$ cat src/rtl/ipv4_tx_encap_if.sv
// Handshake bundles for the IPv4 transmit encapsulator: an 8-bit AXI-Stream
// byte lane and the IP header-field request that opens each packet.

interface axis8_if;
   logic [7:0] tdata;
   logic       tvalid;
   logic       tlast;
   logic       trdy;

   modport master (output tdata, output tvalid, output tlast, input trdy);
   modport slave  (input tdata, input tvalid, input tlast, output trdy);
endinterface

interface ip_hdr_if;
   logic        tvalid;
   logic        trdy;
   logic [31:0] src_addr;
   logic [31:0] dst_addr;
   logic [7:0]  protocol;
   logic [15:0] payload_len;

   modport master (output tvalid, output src_addr, output dst_addr, output protocol,
                   output payload_len, input trdy);
   modport slave  (input tvalid, input src_addr, input dst_addr, input protocol,
                   input payload_len, output trdy);
endinterface

$ cat src/rtl/ipv4_tx_encap.sv
// Prepends a 20-byte IPv4 header (IHL 5, computed checksum) to a UDP datagram
// stream and forwards the datagram bytes unmodified toward the MAC.

module ipv4_tx_encap #(
   parameter logic [7:0] TTL     = 8'd64,
   parameter logic       DF_FLAG = 1'b1
) (
   input  logic     i_clk,
   input  logic     i_reset_n,
   ip_hdr_if.slave  s_ip_hdr,
   axis8_if.slave   s_axis,
   axis8_if.master  m_axis,
   output logic     o_len_err
);

   localparam logic [15:0] FLAGS = DF_FLAG ? 16'h4000 : 16'h0000;

   typedef enum logic [2:0] {IDLE, SUM, FOLD, HDR, PAYLOAD} state_t;

   state_t      state;
   state_t      next_state;

   logic [31:0] src_q;
   logic [31:0] dst_q;
   logic [7:0]  proto_q;
   logic [15:0] plen_q;
   logic [15:0] total_len_q;
   logic [31:0] sum_q;
   logic [15:0] csum_q;
   logic [15:0] id_cnt;
   logic [15:0] byte_cnt;
   logic [4:0]  idx_q;
   logic        len_err_q;

   logic [15:0] total_len_calc;
   logic [31:0] sum_calc;
   logic [16:0] fold1;
   logic [15:0] fold2;
   logic [7:0]  hdr_byte;

   logic        hdr_trdy;
   logic        in_trdy;
   logic        out_valid;
   logic [7:0]  out_data;
   logic        out_last;

   // Header sum uses the checksum field as zero; total length is folded in directly.
   assign total_len_calc = plen_q + 16'd20;
   assign sum_calc = 32'h0000_4500
                   + {16'h0000, total_len_calc}
                   + {16'h0000, id_cnt}
                   + {16'h0000, FLAGS}
                   + {16'h0000, TTL, proto_q}
                   + {16'h0000, src_q[31:16]}
                   + {16'h0000, src_q[15:0]}
                   + {16'h0000, dst_q[31:16]}
                   + {16'h0000, dst_q[15:0]};
   assign fold1 = {1'b0, sum_q[15:0]} + {1'b0, sum_q[31:16]};
   assign fold2 = fold1[15:0] + {15'h0000, fold1[16]};

   always_comb begin
      hdr_byte = 8'h00;
      case (idx_q)
         5'd0:    hdr_byte = 8'h45;
         5'd1:    hdr_byte = 8'h00;
         5'd2:    hdr_byte = total_len_q[15:8];
         5'd3:    hdr_byte = total_len_q[7:0];
         5'd4:    hdr_byte = id_cnt[15:8];
         5'd5:    hdr_byte = id_cnt[7:0];
         5'd6:    hdr_byte = FLAGS[15:8];
         5'd7:    hdr_byte = FLAGS[7:0];
         5'd8:    hdr_byte = TTL;
         5'd9:    hdr_byte = proto_q;
         5'd10:   hdr_byte = csum_q[15:8];
         5'd11:   hdr_byte = csum_q[7:0];
         5'd12:   hdr_byte = src_q[31:24];
         5'd13:   hdr_byte = src_q[23:16];
         5'd14:   hdr_byte = src_q[15:8];
         5'd15:   hdr_byte = src_q[7:0];
         5'd16:   hdr_byte = dst_q[31:24];
         5'd17:   hdr_byte = dst_q[23:16];
         5'd18:   hdr_byte = dst_q[15:8];
         5'd19:   hdr_byte = dst_q[7:0];
         default: hdr_byte = 8'h00;
      endcase
   end

   always_ff @(posedge i_clk) begin
      if (!i_reset_n) state <= IDLE;
      else            state <= next_state;
   end

   // Outputs are forced low while reset is held, even before the state register clears.
   always_comb begin
      next_state = state;
      hdr_trdy   = 1'b0;
      in_trdy    = 1'b0;
      out_valid  = 1'b0;
      out_data   = 8'h00;
      out_last   = 1'b0;
      case (state)
         IDLE: begin
            hdr_trdy = 1'b1;
            if (s_ip_hdr.tvalid) next_state = SUM;
         end
         SUM:  next_state = FOLD;
         FOLD: next_state = HDR;
         HDR: begin
            out_valid = 1'b1;
            out_data  = hdr_byte;
            if (m_axis.trdy && idx_q == 5'd19) next_state = PAYLOAD;
         end
         PAYLOAD: begin
            out_valid = s_axis.tvalid;
            out_data  = s_axis.tdata;
            out_last  = s_axis.tlast;
            in_trdy   = m_axis.trdy;
            if (s_axis.tvalid && m_axis.trdy && s_axis.tlast) next_state = IDLE;
         end
         default: next_state = IDLE;
      endcase
      if (!i_reset_n) begin
         hdr_trdy  = 1'b0;
         in_trdy   = 1'b0;
         out_valid = 1'b0;
         out_data  = 8'h00;
         out_last  = 1'b0;
      end
   end

   always_ff @(posedge i_clk) begin
      if (!i_reset_n) begin
         src_q       <= 32'h0;
         dst_q       <= 32'h0;
         proto_q     <= 8'h0;
         plen_q      <= 16'h0;
         total_len_q <= 16'h0;
         sum_q       <= 32'h0;
         csum_q      <= 16'h0;
         id_cnt      <= 16'h0;
         byte_cnt    <= 16'h0;
         idx_q       <= 5'd0;
         len_err_q   <= 1'b0;
      end else begin
         len_err_q <= 1'b0;
         case (state)
            IDLE: begin
               if (s_ip_hdr.tvalid) begin
                  src_q   <= s_ip_hdr.src_addr;
                  dst_q   <= s_ip_hdr.dst_addr;
                  proto_q <= s_ip_hdr.protocol;
                  plen_q  <= s_ip_hdr.payload_len;
               end
            end
            SUM: begin
               total_len_q <= total_len_calc;
               sum_q       <= sum_calc;
               idx_q       <= 5'd0;
            end
            FOLD: csum_q <= ~fold2;
            HDR: begin
               byte_cnt <= 16'h0;
               if (m_axis.trdy) idx_q <= idx_q + 5'd1;
            end
            PAYLOAD: begin
               if (s_axis.tvalid && m_axis.trdy) begin
                  byte_cnt <= byte_cnt + 16'd1;
                  if (s_axis.tlast) begin
                     len_err_q <= (byte_cnt + 16'd1) != plen_q;
                     id_cnt    <= id_cnt + 16'd1;
                  end
               end
            end
            default: ;
         endcase
      end
   end

   assign s_ip_hdr.trdy = hdr_trdy;
   assign s_axis.trdy   = in_trdy;
   assign m_axis.tvalid = out_valid;
   assign m_axis.tdata  = out_data;
   assign m_axis.tlast  = out_last;
   assign o_len_err     = len_err_q && i_reset_n;

endmodule

$ cat src/flat_wrapper.sv
// flat-port wrapper written by rule: the top's interface ports become plain ports
module ipv4_tx_encap_flat 
#(
   parameter logic [7:0] TTL     = 8'd64,
   parameter logic       DF_FLAG = 1'b1
)
  (i_clk, i_reset_n, o_len_err, s_ip_hdr_tvalid, s_ip_hdr_src_addr, s_ip_hdr_dst_addr, s_ip_hdr_protocol, s_ip_hdr_payload_len, s_ip_hdr_trdy, s_axis_tdata, s_axis_tvalid, s_axis_tlast, s_axis_trdy, m_axis_tdata, m_axis_tvalid, m_axis_tlast, m_axis_trdy);
  ip_hdr_if s_ip_hdr_i ();
  axis8_if s_axis_i ();
  axis8_if m_axis_i ();
  input  logic i_clk;
  input  logic i_reset_n;
  output logic o_len_err;
  input wire logic [$bits(s_ip_hdr_i.tvalid)-1:0] s_ip_hdr_tvalid;
  input wire logic [$bits(s_ip_hdr_i.src_addr)-1:0] s_ip_hdr_src_addr;
  input wire logic [$bits(s_ip_hdr_i.dst_addr)-1:0] s_ip_hdr_dst_addr;
  input wire logic [$bits(s_ip_hdr_i.protocol)-1:0] s_ip_hdr_protocol;
  input wire logic [$bits(s_ip_hdr_i.payload_len)-1:0] s_ip_hdr_payload_len;
  output wire logic [$bits(s_ip_hdr_i.trdy)-1:0] s_ip_hdr_trdy;
  input wire logic [$bits(s_axis_i.tdata)-1:0] s_axis_tdata;
  input wire logic [$bits(s_axis_i.tvalid)-1:0] s_axis_tvalid;
  input wire logic [$bits(s_axis_i.tlast)-1:0] s_axis_tlast;
  output wire logic [$bits(s_axis_i.trdy)-1:0] s_axis_trdy;
  output wire logic [$bits(m_axis_i.tdata)-1:0] m_axis_tdata;
  output wire logic [$bits(m_axis_i.tvalid)-1:0] m_axis_tvalid;
  output wire logic [$bits(m_axis_i.tlast)-1:0] m_axis_tlast;
  input wire logic [$bits(m_axis_i.trdy)-1:0] m_axis_trdy;
  assign s_ip_hdr_i.tvalid = s_ip_hdr_tvalid;
  assign s_ip_hdr_i.src_addr = s_ip_hdr_src_addr;
  assign s_ip_hdr_i.dst_addr = s_ip_hdr_dst_addr;
  assign s_ip_hdr_i.protocol = s_ip_hdr_protocol;
  assign s_ip_hdr_i.payload_len = s_ip_hdr_payload_len;
  assign s_ip_hdr_trdy = s_ip_hdr_i.trdy;
  assign s_axis_i.tdata = s_axis_tdata;
  assign s_axis_i.tvalid = s_axis_tvalid;
  assign s_axis_i.tlast = s_axis_tlast;
  assign s_axis_trdy = s_axis_i.trdy;
  assign m_axis_tdata = m_axis_i.tdata;
  assign m_axis_tvalid = m_axis_i.tvalid;
  assign m_axis_tlast = m_axis_i.tlast;
  assign m_axis_i.trdy = m_axis_trdy;
  ipv4_tx_encap #(.TTL(TTL), .DF_FLAG(DF_FLAG)) u_core (.i_clk(i_clk), .i_reset_n(i_reset_n), .s_ip_hdr(s_ip_hdr_i), .s_axis(s_axis_i), .m_axis(m_axis_i), .o_len_err(o_len_err));
endmodule
$ cat config.mk
export PLATFORM = sky130hd
export DESIGN_NAME = ipv4_tx_encap_flat
export DESIGN_NICKNAME = d
export VERILOG_FILES = /design/src/rtl/ipv4_tx_encap_if.sv /design/src/rtl/ipv4_tx_encap.sv /design/src/flat_wrapper.sv
export SDC_FILE = /design/constraint.sdc
export NUM_CORES = 1
export LEC_CHECK = 0
export BUFFER_PORTS_ARGS = -buffer_cell sky130_fd_sc_hd__buf_2
export CAP_MARGIN = 30
export CORE_MARGIN = 3
export CORE_UTILIZATION = 61
export CTS_CLUSTER_SIZE = 20
export DETAILED_ROUTE_END_ITERATION = 10
export PLACE_DENSITY = 0.82
export RECOVER_POWER = 25
export SLEW_MARGIN = 10
export SYNTH_ARGS = -nofsm -noshare
export SYNTH_HDL_FRONTEND = slang
export SYNTH_SLANG_ARGS = --single-unit
$ cat constraint.sdc
create_clock -name i_clk -period 5.95 [get_ports i_clk]
set_input_delay 0 -clock i_clk [delete_from_list [all_inputs] [get_ports i_clk]]
set_output_delay 0 -clock i_clk [all_outputs]
set_load 0.02 [all_outputs]
==> impl_results.html, run 1 <==
<table>
<tr><th>Metric</th><th>Value</th></tr>
<tr><th colspan="2">Synthesis</th></tr>
<tr><td>Top cells by area in the synthesized netlist</td><td>dfxtp_1, fa_1, nand2_1, a21oi_1, ha_1</td></tr>
<tr><td>Instance count of the mapped netlist</td><td>1456</td></tr>
<tr><td>Cell accounting for the most synthesized area</td><td>dfxtp_1</td></tr>
<tr><td>Sequential area share after synthesis</td><td>0.307</td></tr>
<tr><td>Proportion of netlist area held by the largest area contributor</td><td>0.307</td></tr>
<tr><td>Register bit count reported by yosys</td><td>181</td></tr>
<tr><td>Synth warnings</td><td>0</td></tr>
<tr><td>Synthesized net count</td><td>1675</td></tr>
<tr><td>Library cells used by synthesis</td><td>75</td></tr>
<tr><td>Dominant synthesized flop cell</td><td>dfxtp_1</td></tr>
<tr><td>Mapped Area</td><td>0.0118 mm2</td></tr>
<tr><td>Post-Synthesis Mean Instance Area</td><td>8.11 um2</td></tr>
<tr><td>Share of synthesized flip-flops with an asynchronous set or reset</td><td>0</td></tr>
<tr><td>Number of synthesized flops with an enable pin</td><td>0</td></tr>
<tr><th colspan="2">Cells and area</th></tr>
<tr><td>Diodes inserted</td><td>0</td></tr>
<tr><td>Number of nets in the layout</td><td>1839</td></tr>
<tr><td>Multi-input gate area</td><td>0.00759 mm2</td></tr>
<tr><td>Fraction of layout instances using a drive strength above 1</td><td>0.110</td></tr>
<tr><td>Number of inserted filler cells in the final layout</td><td>1409</td></tr>
<tr><td>Sequential cell area</td><td>0.00362 mm2</td></tr>
<tr><td>Area delta synth-&gt;final</td><td>18.6%</td></tr>
<tr><th colspan="2">Floorplan</th></tr>
<tr><td>Area of the core</td><td>0.0189 mm2</td></tr>
<tr><td>Number of primary I/O pins</td><td>115</td></tr>
<tr><td>Die Wd</td><td>145 um</td></tr>
<tr><td>Starting density of the core</td><td>0.625</td></tr>
<tr><td>Vert. Die Dim</td><td>145 um</td></tr>
<tr><td>Die footprint</td><td>0.0211 mm2</td></tr>
<tr><td>Standard-cell rows</td><td>50</td></tr>
<tr><th colspan="2">Setup path</th></tr>
<tr><td>Required time reported for the critical path endpoint</td><td>6.26 ns</td></tr>
<tr><td>R2R Setup Slk</td><td>0.43 ns</td></tr>
<tr><td>CP startpoint kind</td><td>register</td></tr>
<tr><td>Arrival time of data at the critical path endpoint</td><td>5.83 ns</td></tr>
<tr><td>Cells on worst reg2reg path</td><td>22</td></tr>
<tr><td>Critical path capture point type</td><td>register</td></tr>
<tr><td>Worst R2R End</td><td>u_core.sum_q[19]$_SDFFE_PN0P_</td></tr>
<tr><td>Reg-to-Reg Start</td><td>u_core.plen_q[2]$_SDFFE_PN0P_</td></tr>
<tr><td>Startpoint-to-endpoint class of the critical path</td><td>reg -&gt; reg</td></tr>
<tr><td>Crit path max fanout</td><td>6</td></tr>
<tr><th colspan="2">Hold path</th></tr>
<tr><td>Hold wc startpoint</td><td>s_axis_tlast</td></tr>
<tr><td>Hold Crit Depth</td><td>4</td></tr>
<tr><td>Min-delay worst type</td><td>in -&gt; reg</td></tr>
<tr><td>Endpoint, Worst Hold</td><td>u_core.state[2]$_SDFFE_PN0P_</td></tr>
<tr><th colspan="2">Clocking</th></tr>
<tr><td>Buffer cell driving the clock tree root</td><td>clkbuf_16</td></tr>
<tr><td>Clock net sink count</td><td>181</td></tr>
<tr><td>Maximum number of buffers from clock root to sink</td><td>2</td></tr>
<tr><td>TritonCTS buffer count</td><td>17</td></tr>
<tr><td>Clock insertion delay at the later pin of the skew report</td><td>0.45 ns</td></tr>
<tr><td>Count of H-tree levels built during CTS</td><td>4</td></tr>
<tr><td>Setup fix buffers added after clock tree synthesis</td><td>0</td></tr>
<tr><td>TritonCTS clock tree</td><td>done</td></tr>
<tr><td>Clock transition time at the flip-flop clock pins of the worst setup and hold paths</td><td>0.07 ns</td></tr>
<tr><th colspan="2">Power</th></tr>
<tr><td>Leakage dissipation</td><td>5.66 nW</td></tr>
<tr><td>Worst IR Drop VDD</td><td>0.216 mV</td></tr>
<tr><td>Overall power after layout</td><td>0.00370 W</td></tr>
<tr><td>Power Density</td><td>264 mW/mm2</td></tr>
<tr><th colspan="2">GRT</th></tr>
<tr><td>Overflow after GRT</td><td>0</td></tr>
<tr><td>Most Used Layer, Global Route</td><td>met2</td></tr>
<tr><td>Number of global-route vias before repair</td><td>11.2k</td></tr>
<tr><td>Initial antenna violation count</td><td>0</td></tr>
<tr><td>Met3 capacity usage during global routing</td><td>0.0849</td></tr>
<tr><td>Tot GR Track Use</td><td>0.379</td></tr>
<tr><td>First-pass GRT wire length</td><td>62500 um</td></tr>
<tr><td>Largest net degree at the start of global routing</td><td>89</td></tr>
<tr><td>Met1 Resource Use GR</td><td>0.491</td></tr>
<tr><td>Met2 Usage GRT</td><td>0.610</td></tr>
<tr><th colspan="2">Timing</th></tr>
<tr><td>Worst Clk Skew</td><td>0.0146 ns</td></tr>
<tr><td>Setup repair after global routing missed its margin</td><td>no</td></tr>
<tr><td>Setup_tns</td><td>0 ns</td></tr>
<tr><td>Maximum clock rate</td><td>181 MHz</td></tr>
<tr><td>Tightest hold margin</td><td>0.00447 ns</td></tr>
<tr><td>Max-slew headroom</td><td>-1.59</td></tr>
<tr><td>Final Setup Violations</td><td>0</td></tr>
<tr><td>Tcrit/Tclk final</td><td>0.928</td></tr>
<tr><td>Final count of pins violating max slew</td><td>124</td></tr>
<tr><td>Number of hold violations in the final report</td><td>0</td></tr>
<tr><td>Slew of the pin with the lowest slew margin</td><td>3.89 ns</td></tr>
<tr><td>Period minus WS final</td><td>5.52 ns</td></tr>
<tr><th colspan="2">Route</th></tr>
<tr><td>Post-DR wirelength/cell</td><td>21.5 um</td></tr>
<tr><td>Detailed Route Iter0 Violations</td><td>1248</td></tr>
<tr><td>Detailed Route WL</td><td>40700 um</td></tr>
<tr><td>Via count</td><td>11.8k</td></tr>
<tr><td>Via-per-instance ratio</td><td>6.22</td></tr>
<tr><td>Residual antenna-violating net count after detailed routing</td><td>0</td></tr>
<tr><td>Post-route DRC</td><td>0</td></tr>
<tr><td>Number of iterations in the first detailed-routing pass</td><td>7</td></tr>
<tr><th colspan="2">Job</th></tr>
<tr><td># Max-Cap Violations</td><td>2</td></tr>
<tr><th colspan="2">Placed design</th></tr>
<tr><td>Input/output buffers</td><td>114</td></tr>
<tr><td>Routability congestion estimate</td><td>1.07</td></tr>
<tr><td>HPWL after detailed placement</td><td>28800 um</td></tr>
<tr><th colspan="2">Status</th></tr>
<tr><td>Result of the run</td><td>finished, violations left</td></tr>
<tr><td>Violations in the final reports</td><td>capacitance limit, slew limit</td></tr>
</table>
cells in the final DEF (no fill, tap or decap), types with 5 or more instances in the layout:
cell type      count
nor3b_1            5
and2_1            10
a22oi_1           12
mux2i_1            6
a31oi_1            8
xnor2_1           53
and3_1            22
nand2b_1          13
ha_1              46
xor2_1            28
buf_2            112
dfxtp_1          181
nand3_1           33
a211oi_1          25
o21a_1             5
nand3b_1           6
o21ai_0           40
nor2_1           110
nor2b_1            7
nand4_1           16
a21o_1            14
o21bai_1           5
fa_1              71
clkbuf_1           6
buf_4             13
or3_1             15
inv_1             89
nor4_1             9
a222oi_1          13
nand2_1          262
clkinv_4           5
a21oi_1          163
a32o_1             6
a221oi_1          10
clkbuf_16         17
nor3_1            22
dlygate4sd3_1     90
metal layers:
layer | part of all wire | vias up
li1 | - | 5341
met1 | 0.39 | 5581
met2 | 0.45 | 692
met3 | 0.11 | 146
met4 | 0.049 | 0
met5 | 0 | -
registers in the layout (all words and copies together) (netlist names):
register and count:
u_core.sum_q 20, u_core.csum_q 16, u_core.state 3, u_core.plen_q 16, u_core.total_len_q 16, u_core.idx_q 5, u_core.len_err_q 1, u_core.byte_cnt 16
u_core.proto_q 8, u_core.src_q 32, u_core.dst_q 32, u_core.id_cnt 16
power breakdown:
part	internal (W)	total, W	switching, W
clock network	0.000580	0.00110	0.000519
logic	0.000493	0.00116	0.000666
registers	0.00130	0.00144	0.000139
synthesized netlist by cell type, types with 16 or more instances:
cell type  instances
nor3_1            23
dfxtp_1          181
a21oi_1          163
nand4_1           16
fa_1              71
clkbuf_1          68
a211oi_1          25
nor2_1           111
and3_1            22
inv_1             89
ha_1              46
o21ai_0           40
nand2_1          263
xnor2_1           55
xor2_1            28
nand3_1           33
worst max-delay path: stages (launching register included):
cell,delay [ns]
dfxtp_1,0.46
a21oi_1,0.16
nor3b_1,0.31
nand2_1,0.14
xnor2_2,0.23
ha_1,0.25
inv_1,0.06
a21oi_1,0.23
nand3b_1,0.18
xnor2_1,0.18
fa_1,0.50
inv_1,0.05
fa_1,0.50
fa_1,0.54
inv_1,0.04
ha_1,0.28
ha_1,0.33
o21ai_0,0.10
nand2b_1,0.11
and3_1,0.20
a221oi_2,0.30
nand4b_1,0.15
a31oi_1,0.07
area by class of cell:
cell class / count / share of cell area
tap: 260 / 0.0232
multi-input combinational: 1110 / 0.542
sequential: 181 / 0.259
inverter: 90 / 0.0243
timing repair buffer: 220 / 0.113
clock buffer: 18 / 0.0306
clock inverter: 12 / 0.00893
stage by stage:
stage	util	setup slack, ns	cell area (um2)	cells
finish	0.742	0.428	14000	1891
floorplan	-	0.811	11800	1456
CTS	0.742	0.225	14000	1891
global placement	0.665	0.549	12600	1771
detailed placement	0.665	0.346	12600	1771
global route	0.742	0.104	14000	1891
how the worst max path moves through the flow:
| stage | startpoint | endpoint | slack, ns | cells past startpoint |
|---|---|---|---|---|
| 4_1_cts | u_core.plen_q[2]$_SDFFE_PN0P_ | u_core.sum_q[19]$_SDFFE_PN0P_ | 0.22 | 19 |
| 3_3_place_gp | u_core.plen_q[2]$_SDFFE_PN0P_ | u_core.sum_q[19]$_SDFFE_PN0P_ | 0.55 | 22 |
| 3_5_place_dp | u_core.plen_q[2]$_SDFFE_PN0P_ | u_core.sum_q[19]$_SDFFE_PN0P_ | 0.35 | 19 |
| 2_1_floorplan | u_core.plen_q[2]$_SDFFE_PN0P_ | u_core.sum_q[19]$_SDFFE_PN0P_ | 0.81 | 22 |
| 5_1_grt | u_core.plen_q[2]$_SDFFE_PN0P_ | u_core.sum_q[15]$_SDFFE_PN0P_ | 0.10 | 19 |
| 6_report | u_core.plen_q[2]$_SDFFE_PN0P_ | u_core.sum_q[19]$_SDFFE_PN0P_ | 0.43 | 22 |
cells by family (layout without fill, tap and decap cells):
family                   Yosys count  after routing  synth area share
AO/OA/AOI/OAI                    351            351             0.189
adder cells (fa/ha/maj)          117            117             0.169
AND/OR/NAND/NOR                  551            551             0.214
flip-flops                       181            181             0.307
multiplexers                       8              8           0.00699
XOR/XNOR                          83             83            0.0615
buffers and inverters            165            340            0.0526
what timing repair did:
| item | 4_1_cts | 5_1_grt |
|---|---|---|
| gates resized for setup | 0 | 4 |
| hold endpoints to repair | 89 | 0 |
| hold buffers | 90 | 0 |
| endpoints found under the setup margin | 0 | 4 |
(Power assumes the default switching activity.)
==> run 2: changes to the inputs <==
- RECOVER_POWER: 25 -> default
==> run 2 against run 1 <==
  * The run now ends clean
  * Combinational power hardly changed
  * Setup slack worse by 0.011 ns
  * Register-to-register slack is essentially flat
  * Critical endpoint is now u_core.sum_q[15]$_SDFFE_PN0P_
  * Largest cell class unchanged
==> impl_results.html, run 2 (synthesis results as in run 1) <==
<table>
<tr><th>Metric</th><th>Value</th></tr>
<tr><th colspan="2">Placed design</th></tr>
<tr><td>HPWL after detailed placement</td><td>28800 um</td></tr>
<tr><td>Input/output buffers</td><td>114</td></tr>
<tr><td>Routability congestion estimate</td><td>1.07</td></tr>
<tr><th colspan="2">Setup path</th></tr>
<tr><td>Critical Path, Cell by Cell</td><td>ha_1 -&gt; o2111ai_2 -&gt; xor2_1 -&gt; inv_1 -&gt; ha_1 -&gt; inv_1 -&gt; fa_1 -&gt; inv_1 -&gt; fa_1 -&gt; fa_1 -&gt; ha_1 -&gt; ha_1 -&gt; nand2_1 -&gt; or3_1 -&gt; and4_1 -&gt; o21ai_0 -&gt; nand2_1 -&gt; xor2_1 -&gt; a211oi_1</td></tr>
<tr><td>Slowest library cell on the worst path</td><td>fa_1</td></tr>
<tr><td>Required time reported for the critical path endpoint</td><td>6.31 ns</td></tr>
<tr><td>Worst R2R End</td><td>u_core.sum_q[15]$_SDFFE_PN0P_</td></tr>
<tr><td>Delay of the slowest critical-path stage</td><td>0.52 ns</td></tr>
<tr><td>Family with the most delay on the worst path</td><td>adder cells</td></tr>
<tr><td>Reg-to-Reg Start</td><td>u_core.plen_q[2]$_SDFFE_PN0P_</td></tr>
<tr><td>R2R Setup Slk</td><td>0.42 ns</td></tr>
<tr><td>Critical path capture point type</td><td>register</td></tr>
<tr><td>Cells on worst reg2reg path</td><td>19</td></tr>
<tr><td>Sum of buffers and inverters on the critical path</td><td>3</td></tr>
<tr><td>CP startpoint kind</td><td>register</td></tr>
<tr><td>Most used cell along the critical path</td><td>ha_1</td></tr>
<tr><td>Arrival time of data at the critical path endpoint</td><td>5.90 ns</td></tr>
<tr><td>Startpoint-to-endpoint class of the critical path</td><td>reg -&gt; reg</td></tr>
<tr><td>Crit path max fanout</td><td>6</td></tr>
<tr><th colspan="2">Floorplan</th></tr>
<tr><td>Die Wd</td><td>145 um</td></tr>
<tr><td>Die footprint</td><td>0.0211 mm2</td></tr>
<tr><td>Standard-cell rows</td><td>50</td></tr>
<tr><td>Area of the core</td><td>0.0189 mm2</td></tr>
<tr><td>Vert. Die Dim</td><td>145 um</td></tr>
<tr><td>Number of primary I/O pins</td><td>115</td></tr>
<tr><td>Starting density of the core</td><td>0.625</td></tr>
<tr><th colspan="2">Clocking</th></tr>
<tr><td>Count of H-tree levels built during CTS</td><td>4</td></tr>
<tr><td>TritonCTS clock tree</td><td>done</td></tr>
<tr><td>Clock net sink count</td><td>181</td></tr>
<tr><td>Clock transition time at the flip-flop clock pins of the worst setup and hold paths</td><td>0.07 ns</td></tr>
<tr><td>Clock insertion delay at the later pin of the skew report</td><td>0.44 ns</td></tr>
<tr><td>Maximum number of buffers from clock root to sink</td><td>2</td></tr>
<tr><td>TritonCTS buffer count</td><td>17</td></tr>
<tr><td>Buffer cell driving the clock tree root</td><td>clkbuf_16</td></tr>
<tr><th colspan="2">Cells and area</th></tr>
<tr><td>Largest registers</td><td>u_core.dst_q x32, u_core.src_q x32, u_core.sum_q x20</td></tr>
<tr><td>Number of nets in the layout</td><td>1839</td></tr>
<tr><td>Most frequent cells in the layout</td><td>nand2_1, dfxtp_1, a21oi_1</td></tr>
<tr><td>Fraction of layout instances using a drive strength above 1</td><td>0.114</td></tr>
<tr><td>Post-route core utilization</td><td>0.743</td></tr>
<tr><td>Number of inserted filler cells in the final layout</td><td>1401</td></tr>
<tr><td>Sequential cell area</td><td>0.00362 mm2</td></tr>
<tr><td>Most common cell after layout, fill and taps aside</td><td>nand2_1</td></tr>
<tr><td>Multi-input gate area</td><td>0.00761 mm2</td></tr>
<tr><td>Area delta synth-&gt;final</td><td>18.9%</td></tr>
<tr><td>Diodes inserted</td><td>0</td></tr>
<tr><th colspan="2">Power</th></tr>
<tr><td>Overall power after layout</td><td>0.00369 W</td></tr>
<tr><td>Leakage dissipation</td><td>5.70 nW</td></tr>
<tr><td>Worst IR Drop VDD</td><td>0.215 mV</td></tr>
<tr><td>Power Density</td><td>263 mW/mm2</td></tr>
<tr><th colspan="2">Route</th></tr>
<tr><td>Post-route DRC</td><td>0</td></tr>
<tr><td>Detailed Route WL</td><td>40600 um</td></tr>
<tr><td>Post-DR wirelength/cell</td><td>21.5 um</td></tr>
<tr><td>Detailed Route Iter0 Violations</td><td>1243</td></tr>
<tr><td>Via count</td><td>11.8k</td></tr>
<tr><td>Number of iterations in the first detailed-routing pass</td><td>9</td></tr>
<tr><td>Via-per-instance ratio</td><td>6.22</td></tr>
<tr><td>Residual antenna-violating net count after detailed routing</td><td>0</td></tr>
<tr><th colspan="2">GRT</th></tr>
<tr><td>Number of global-route vias before repair</td><td>11.2k</td></tr>
<tr><td>Largest net degree at the start of global routing</td><td>89</td></tr>
<tr><td>First-pass GRT wire length</td><td>62500 um</td></tr>
<tr><td>Initial antenna violation count</td><td>0</td></tr>
<tr><td>Tot GR Track Use</td><td>0.379</td></tr>
<tr><td>Overflow after GRT</td><td>0</td></tr>
<tr><th colspan="2">Hold path</th></tr>
<tr><td>Hold Crit Depth</td><td>4</td></tr>
<tr><td>Hold wc startpoint</td><td>s_axis_tlast</td></tr>
<tr><td>Min-delay worst type</td><td>in -&gt; reg</td></tr>
<tr><td>Endpoint, Worst Hold</td><td>u_core.state[2]$_SDFFE_PN0P_</td></tr>
<tr><th colspan="2">Timing</th></tr>
<tr><td>Setup_tns</td><td>0 ns</td></tr>
<tr><td>Tcrit/Tclk final</td><td>0.930</td></tr>
<tr><td>Maximum clock rate</td><td>181 MHz</td></tr>
<tr><td>Worst Clk Skew</td><td>0.0128 ns</td></tr>
<tr><td>Setup repair after global routing missed its margin</td><td>no</td></tr>
<tr><td>Tightest hold margin</td><td>0.0653 ns</td></tr>
<tr><td>Period minus WS final</td><td>5.53 ns</td></tr>
<tr><td>Slew of the pin with the lowest slew margin</td><td>0.941 ns</td></tr>
<tr><td>Number of hold violations in the final report</td><td>0</td></tr>
<tr><td>Max-slew headroom</td><td>0.371</td></tr>
<tr><td>Final Setup Violations</td><td>0</td></tr>
<tr><td>Final count of pins violating max slew</td><td>0</td></tr>
<tr><th colspan="2">Job</th></tr>
<tr><td># Max-Cap Violations</td><td>0</td></tr>
<tr><th colspan="2">Status</th></tr>
<tr><td>Result of the run</td><td>complete, no violations</td></tr>
</table>
run 2: cell count changes in the layout (fill, tap and decap cells not counted):
cell / previous run / this run
nor4_1: 9 / 8
or3b_4: 0 / 1
buf_4: 13 / 16
or3b_1: 1 / 0
clkbuf_1: 6 / 1
buf_2: 112 / 114
nor4_4: 0 / 1
run 2: final cells by class:
class / instances / area share
clock buffer: 18 / 0.0306
clock inverter: 12 / 0.00891
inverter: 90 / 0.0242
multi-input combinational: 1110 / 0.542
sequential: 181 / 0.258
tap: 260 / 0.0232
timing repair buffer: 220 / 0.113
run 2: through the flow:
step / setup slack [ns] / cells / instance area (um2)
floorplan: 0.811 / 1456 / 11800
global placement: 0.549 / 1771 / 12600
detailed placement: 0.346 / 1771 / 12600
CTS: 0.225 / 1891 / 14000
global route: 0.0923 / 1891 / 14000
finish: 0.417 / 1891 / 14000
run 2: how the worst max path moves through the flow:
stage	depth (start not counted)	slack (ns)	from	endpoint
after floorplan	22	0.81	u_core.plen_q[2]$_SDFFE_PN0P_	u_core.sum_q[19]$_SDFFE_PN0P_
after CTS	19	0.22	u_core.plen_q[2]$_SDFFE_PN0P_	u_core.sum_q[19]$_SDFFE_PN0P_
after detailed placement	19	0.35	u_core.plen_q[2]$_SDFFE_PN0P_	u_core.sum_q[19]$_SDFFE_PN0P_
after global routing	22	0.09	u_core.plen_q[2]$_SDFFE_PN0P_	u_core.sum_q[19]$_SDFFE_PN0P_
after global placement	22	0.55	u_core.plen_q[2]$_SDFFE_PN0P_	u_core.sum_q[19]$_SDFFE_PN0P_
final	19	0.42	u_core.plen_q[2]$_SDFFE_PN0P_	u_core.sum_q[15]$_SDFFE_PN0P_
run 2: layer usage:
| metal | global-route usage | part of all wire | vias to the layer above |
|---|---|---|---|
| met2 | 0.610 | 0.45 | 665 |
| met3 | 0.0849 | 0.10 | 139 |
| li1 | - | - | 5348 |
| met1 | 0.491 | 0.39 | 5608 |
| met4 | 0.167 | 0.049 | 0 |
| met5 | 0 | 0 | - |
run 2: worst min-delay path, stage by stage:
cell	delay, ns
buf_2	0.11
nand3_1	0.18
a32oi_1	0.09
nor2_1	0.09
run 2: power by group:
part	total, W	switching (W)	internal (W)
combinational	0.00116	0.000667	0.000488
sequential	0.00144	0.000139	0.00130
clock	0.00110	0.000517	0.000580
run 2: timing repair:
item / 4_1_cts / 5_1_grt
hold buffers: 90 / 0
gates resized for setup: 0 / 4
endpoints found under the setup margin: 0 / 4
setup buffers: 0 / 0
hold endpoints to repair: 89 / 0
==> run 3: changes to the inputs <==
- CORE_UTILIZATION: 61 -> 41
- PLACE_DENSITY: 0.82 -> default
==> run 3 against run 2 <==
  * First-iteration DRC count is 19% lower
  * Critical path depth stayed put
  * Wire length is 0.90% lower
  * Global-route usage is 12 points lower
  * Non-clock buffer count is 1 lower
==> impl_results.html, run 3 (synthesis results as in run 1) <==
<table>
<tr><th>Metric</th><th>Value</th></tr>
<tr><th colspan="2">Timing</th></tr>
<tr><td>Setup_tns</td><td>0 ns</td></tr>
<tr><td>Maximum clock rate</td><td>180 MHz</td></tr>
<tr><td>Period minus WS final</td><td>5.54 ns</td></tr>
<tr><td>Max-slew headroom</td><td>0.409</td></tr>
<tr><td>Fin worst setup slack</td><td>0.409 ns</td></tr>
<tr><td>Setup repair after global routing missed its margin</td><td>yes</td></tr>
<tr><td>Final count of pins violating max slew</td><td>0</td></tr>
<tr><td>Worst Clk Skew</td><td>0.00923 ns</td></tr>
<tr><td>Slew of the pin with the lowest slew margin</td><td>0.880 ns</td></tr>
<tr><td>Number of hold violations in the final report</td><td>0</td></tr>
<tr><td>Final Setup Violations</td><td>0</td></tr>
<tr><td>Tcrit/Tclk final</td><td>0.931</td></tr>
<tr><th colspan="2">GRT</th></tr>
<tr><td>Overflow after GRT</td><td>0</td></tr>
<tr><td>First-pass GRT wire length</td><td>60900 um</td></tr>
<tr><td>Tot GR Track Use</td><td>0.256</td></tr>
<tr><td>Met3 capacity usage during global routing</td><td>0.0532</td></tr>
<tr><td>Largest net degree at the start of global routing</td><td>75</td></tr>
<tr><td>Met2 Usage GRT</td><td>0.411</td></tr>
<tr><td>Initial antenna violation count</td><td>0</td></tr>
<tr><td>Most Used Layer, Global Route</td><td>met2</td></tr>
<tr><td>Number of global-route vias before repair</td><td>10.5k</td></tr>
<tr><td>Met1 Resource Use GR</td><td>0.348</td></tr>
<tr><th colspan="2">Power</th></tr>
<tr><td>Sequential share of power</td><td>0.395</td></tr>
<tr><td>Net switching fraction of the power</td><td>0.358</td></tr>
<tr><td>Proportion of power drawn by the clock network</td><td>0.294</td></tr>
<tr><td>Portion of total power attributed to combinational logic</td><td>0.311</td></tr>
<tr><td>Internal power</td><td>0.00234 W</td></tr>
<tr><td>Net switching power</td><td>0.00131 W</td></tr>
<tr><td>Leakage dissipation</td><td>5.68 nW</td></tr>
<tr><td>Power Density</td><td>257 mW/mm2</td></tr>
<tr><td>Overall power after layout</td><td>0.00365 W</td></tr>
<tr><td>Worst IR Drop VDD</td><td>0.188 mV</td></tr>
<tr><th colspan="2">Hold path</th></tr>
<tr><td>Hold wc startpoint</td><td>s_axis_tlast</td></tr>
<tr><td>Min-delay worst type</td><td>in -&gt; reg</td></tr>
<tr><th colspan="2">Floorplan</th></tr>
<tr><td>Vert. Die Dim</td><td>176 um</td></tr>
<tr><td>Die Wd</td><td>176 um</td></tr>
<tr><td>Die footprint</td><td>0.0309 mm2</td></tr>
<tr><td>Standard-cell rows</td><td>61</td></tr>
<tr><td>Starting density of the core</td><td>0.421</td></tr>
<tr><td>Number of primary I/O pins</td><td>115</td></tr>
<tr><td>Area of the core</td><td>0.0281 mm2</td></tr>
<tr><th colspan="2">Route</th></tr>
<tr><td>Post-DR wirelength/cell</td><td>20.0 um</td></tr>
<tr><td>Via count</td><td>11.3k</td></tr>
<tr><td>Number of iterations in the first detailed-routing pass</td><td>9</td></tr>
<tr><td>Via-per-instance ratio</td><td>5.61</td></tr>
<tr><td>Residual antenna-violating net count after detailed routing</td><td>0</td></tr>
<tr><td>Post-route DRC</td><td>0</td></tr>
<tr><td>Detailed Route Iter0 Violations</td><td>1006</td></tr>
<tr><td>Detailed Route WL</td><td>40200 um</td></tr>
<tr><th colspan="2">Job</th></tr>
<tr><td># Max-Cap Violations</td><td>0</td></tr>
<tr><th colspan="2">Clocking</th></tr>
<tr><td>TritonCTS clock tree</td><td>done</td></tr>
<tr><td>Clock net sink count</td><td>181</td></tr>
<tr><td>Maximum number of buffers from clock root to sink</td><td>2</td></tr>
<tr><td>TritonCTS buffer count</td><td>17</td></tr>
<tr><td>Clock insertion delay at the later pin of the skew report</td><td>0.44 ns</td></tr>
<tr><td>Count of H-tree levels built during CTS</td><td>4</td></tr>
<tr><td>Buffer cell driving the clock tree root</td><td>clkbuf_16</td></tr>
<tr><td>Clock transition time at the flip-flop clock pins of the worst setup and hold paths</td><td>0.07 ns</td></tr>
<tr><th colspan="2">Cells and area</th></tr>
<tr><td>Largest registers</td><td>u_core.dst_q x32, u_core.src_q x32, u_core.sum_q x20</td></tr>
<tr><td>Area delta synth-&gt;final</td><td>20.0%</td></tr>
<tr><td>Most common cell after layout, fill and taps aside</td><td>nand2_1</td></tr>
<tr><td>Area of all placed cells without fillers</td><td>0.0142 mm2</td></tr>
<tr><td>Fraction of layout instances using a drive strength above 1</td><td>0.113</td></tr>
<tr><td>Number of nets in the layout</td><td>1838</td></tr>
<tr><td>Most frequent cells in the layout</td><td>nand2_1, dfxtp_1, a21oi_1</td></tr>
<tr><td>Diodes inserted</td><td>0</td></tr>
<tr><td>Final std cells w/o fill</td><td>2009</td></tr>
<tr><th colspan="2">Status</th></tr>
<tr><td>Result of the run</td><td>complete, no violations</td></tr>
<tr><th colspan="2">Setup path</th></tr>
<tr><td>Critical Path, Cell by Cell</td><td>ha_1 -&gt; o2111ai_2 -&gt; xor2_1 -&gt; inv_1 -&gt; ha_1 -&gt; inv_1 -&gt; fa_1 -&gt; inv_1 -&gt; fa_1 -&gt; fa_1 -&gt; ha_1 -&gt; ha_1 -&gt; nand2_1 -&gt; or3_1 -&gt; and4_1 -&gt; o21ai_0 -&gt; a221oi_2 -&gt; nand4b_1 -&gt; a31oi_1</td></tr>
<tr><td>Required time reported for the critical path endpoint</td><td>6.31 ns</td></tr>
<tr><td>Most used cell along the critical path</td><td>ha_1</td></tr>
<tr><td>Slowest library cell on the worst path</td><td>fa_1</td></tr>
<tr><td>Family with the most delay on the worst path</td><td>adder cells</td></tr>
<tr><td>CP startpoint kind</td><td>register</td></tr>
<tr><td>Startpoint-to-endpoint class of the critical path</td><td>reg -&gt; reg</td></tr>
<tr><td>Delay of the slowest critical-path stage</td><td>0.50 ns</td></tr>
<tr><td>Sum of buffers and inverters on the critical path</td><td>3</td></tr>
<tr><td>Arrival time of data at the critical path endpoint</td><td>5.90 ns</td></tr>
<tr><td>Reg-to-Reg Start</td><td>u_core.plen_q[2]$_SDFFE_PN0P_</td></tr>
<tr><td>Critical path capture point type</td><td>register</td></tr>
<tr><td>Crit path max fanout</td><td>6</td></tr>
<tr><td>Start point of the critical path</td><td>u_core.plen_q[2]$_SDFFE_PN0P_</td></tr>
<tr><th colspan="2">Placed design</th></tr>
<tr><td>Setup WS pre-CTS</td><td>0.389 ns</td></tr>
<tr><td>Placed inst area</td><td>0.0127 mm2</td></tr>
<tr><td>DP Cell Count</td><td>1887</td></tr>
<tr><td>Input/output buffers</td><td>114</td></tr>
<tr><td>HPWL after detailed placement</td><td>30500 um</td></tr>
<tr><td>Routability congestion estimate</td><td>0.968</td></tr>
</table>
==> run 3: final timing paths <==
path	endpoint	slack [ns]	depth (start not counted)
hold reg to reg	u_core.total_len_q[3]$_SDFFE_PN0P_	0.46	2
setup reg to reg	u_core.sum_q[19]$_SDFFE_PN0P_	0.41	19
hold / removal	u_core.state[2]$_SDFFE_PN0P_	0.1	4
setup / recovery	u_core.sum_q[19]$_SDFFE_PN0P_	0.41	19
==> run 3: routing by layer <==
metal	share of wire	vias to the layer above
li1	-	5345
met2	0.46	433
met4	0.025	0
met1	0.44	5438
met3	0.077	53
met5	0	-
==> run 3: tightest hold or removal path: stages <==
cell and delay, ns:
buf_2 0.11, nand3_1 0.22, a32oi_1 0.09, nor2_1 0.08
==> run 3: area by class of cell <==
class,count,area (um2)
flip-flops and latches,181,3620
clock buffers,19,443
clock inverters,12,98.8
fillers,2735,13900
multi-input cells,1110,7590
well taps,378,473
repair buffers,219,1600
inverters,90,340
==> run 3: power by group through the flow <==
stage / Combinational, W / Clock, W / Sequential (W)
finish: 0.00113 / 0.00107 / 0.00144
global placement: 0.00106 / 0 / 0.00146
detailed placement: 0.00108 / 0 / 0.00147
floorplan: 0.000805 / 0 / 0.00139
global route: 0.00127 / 0.00114 / 0.00145
CTS: 0.00113 / 0.00109 / 0.00144
==> run 3: stage by stage <==
stage          hold WS (ns)  utilization
5_1_grt               0.129        0.505
3_3_place_gp          0.241        0.452
2_1_floorplan         0.136            -
6_report             0.0952        0.505
3_5_place_dp          0.247        0.453
4_1_cts              0.0755        0.504
==> run 3: repair_timing <==
item / 4_1_cts / 5_1_grt
setup buffers: 0 / 0
setup endpoints to repair: 0 / 4
hold buffers: 90 / 0
endpoints found under the hold margin: 91 / 0
resized for setup: 0 / 3
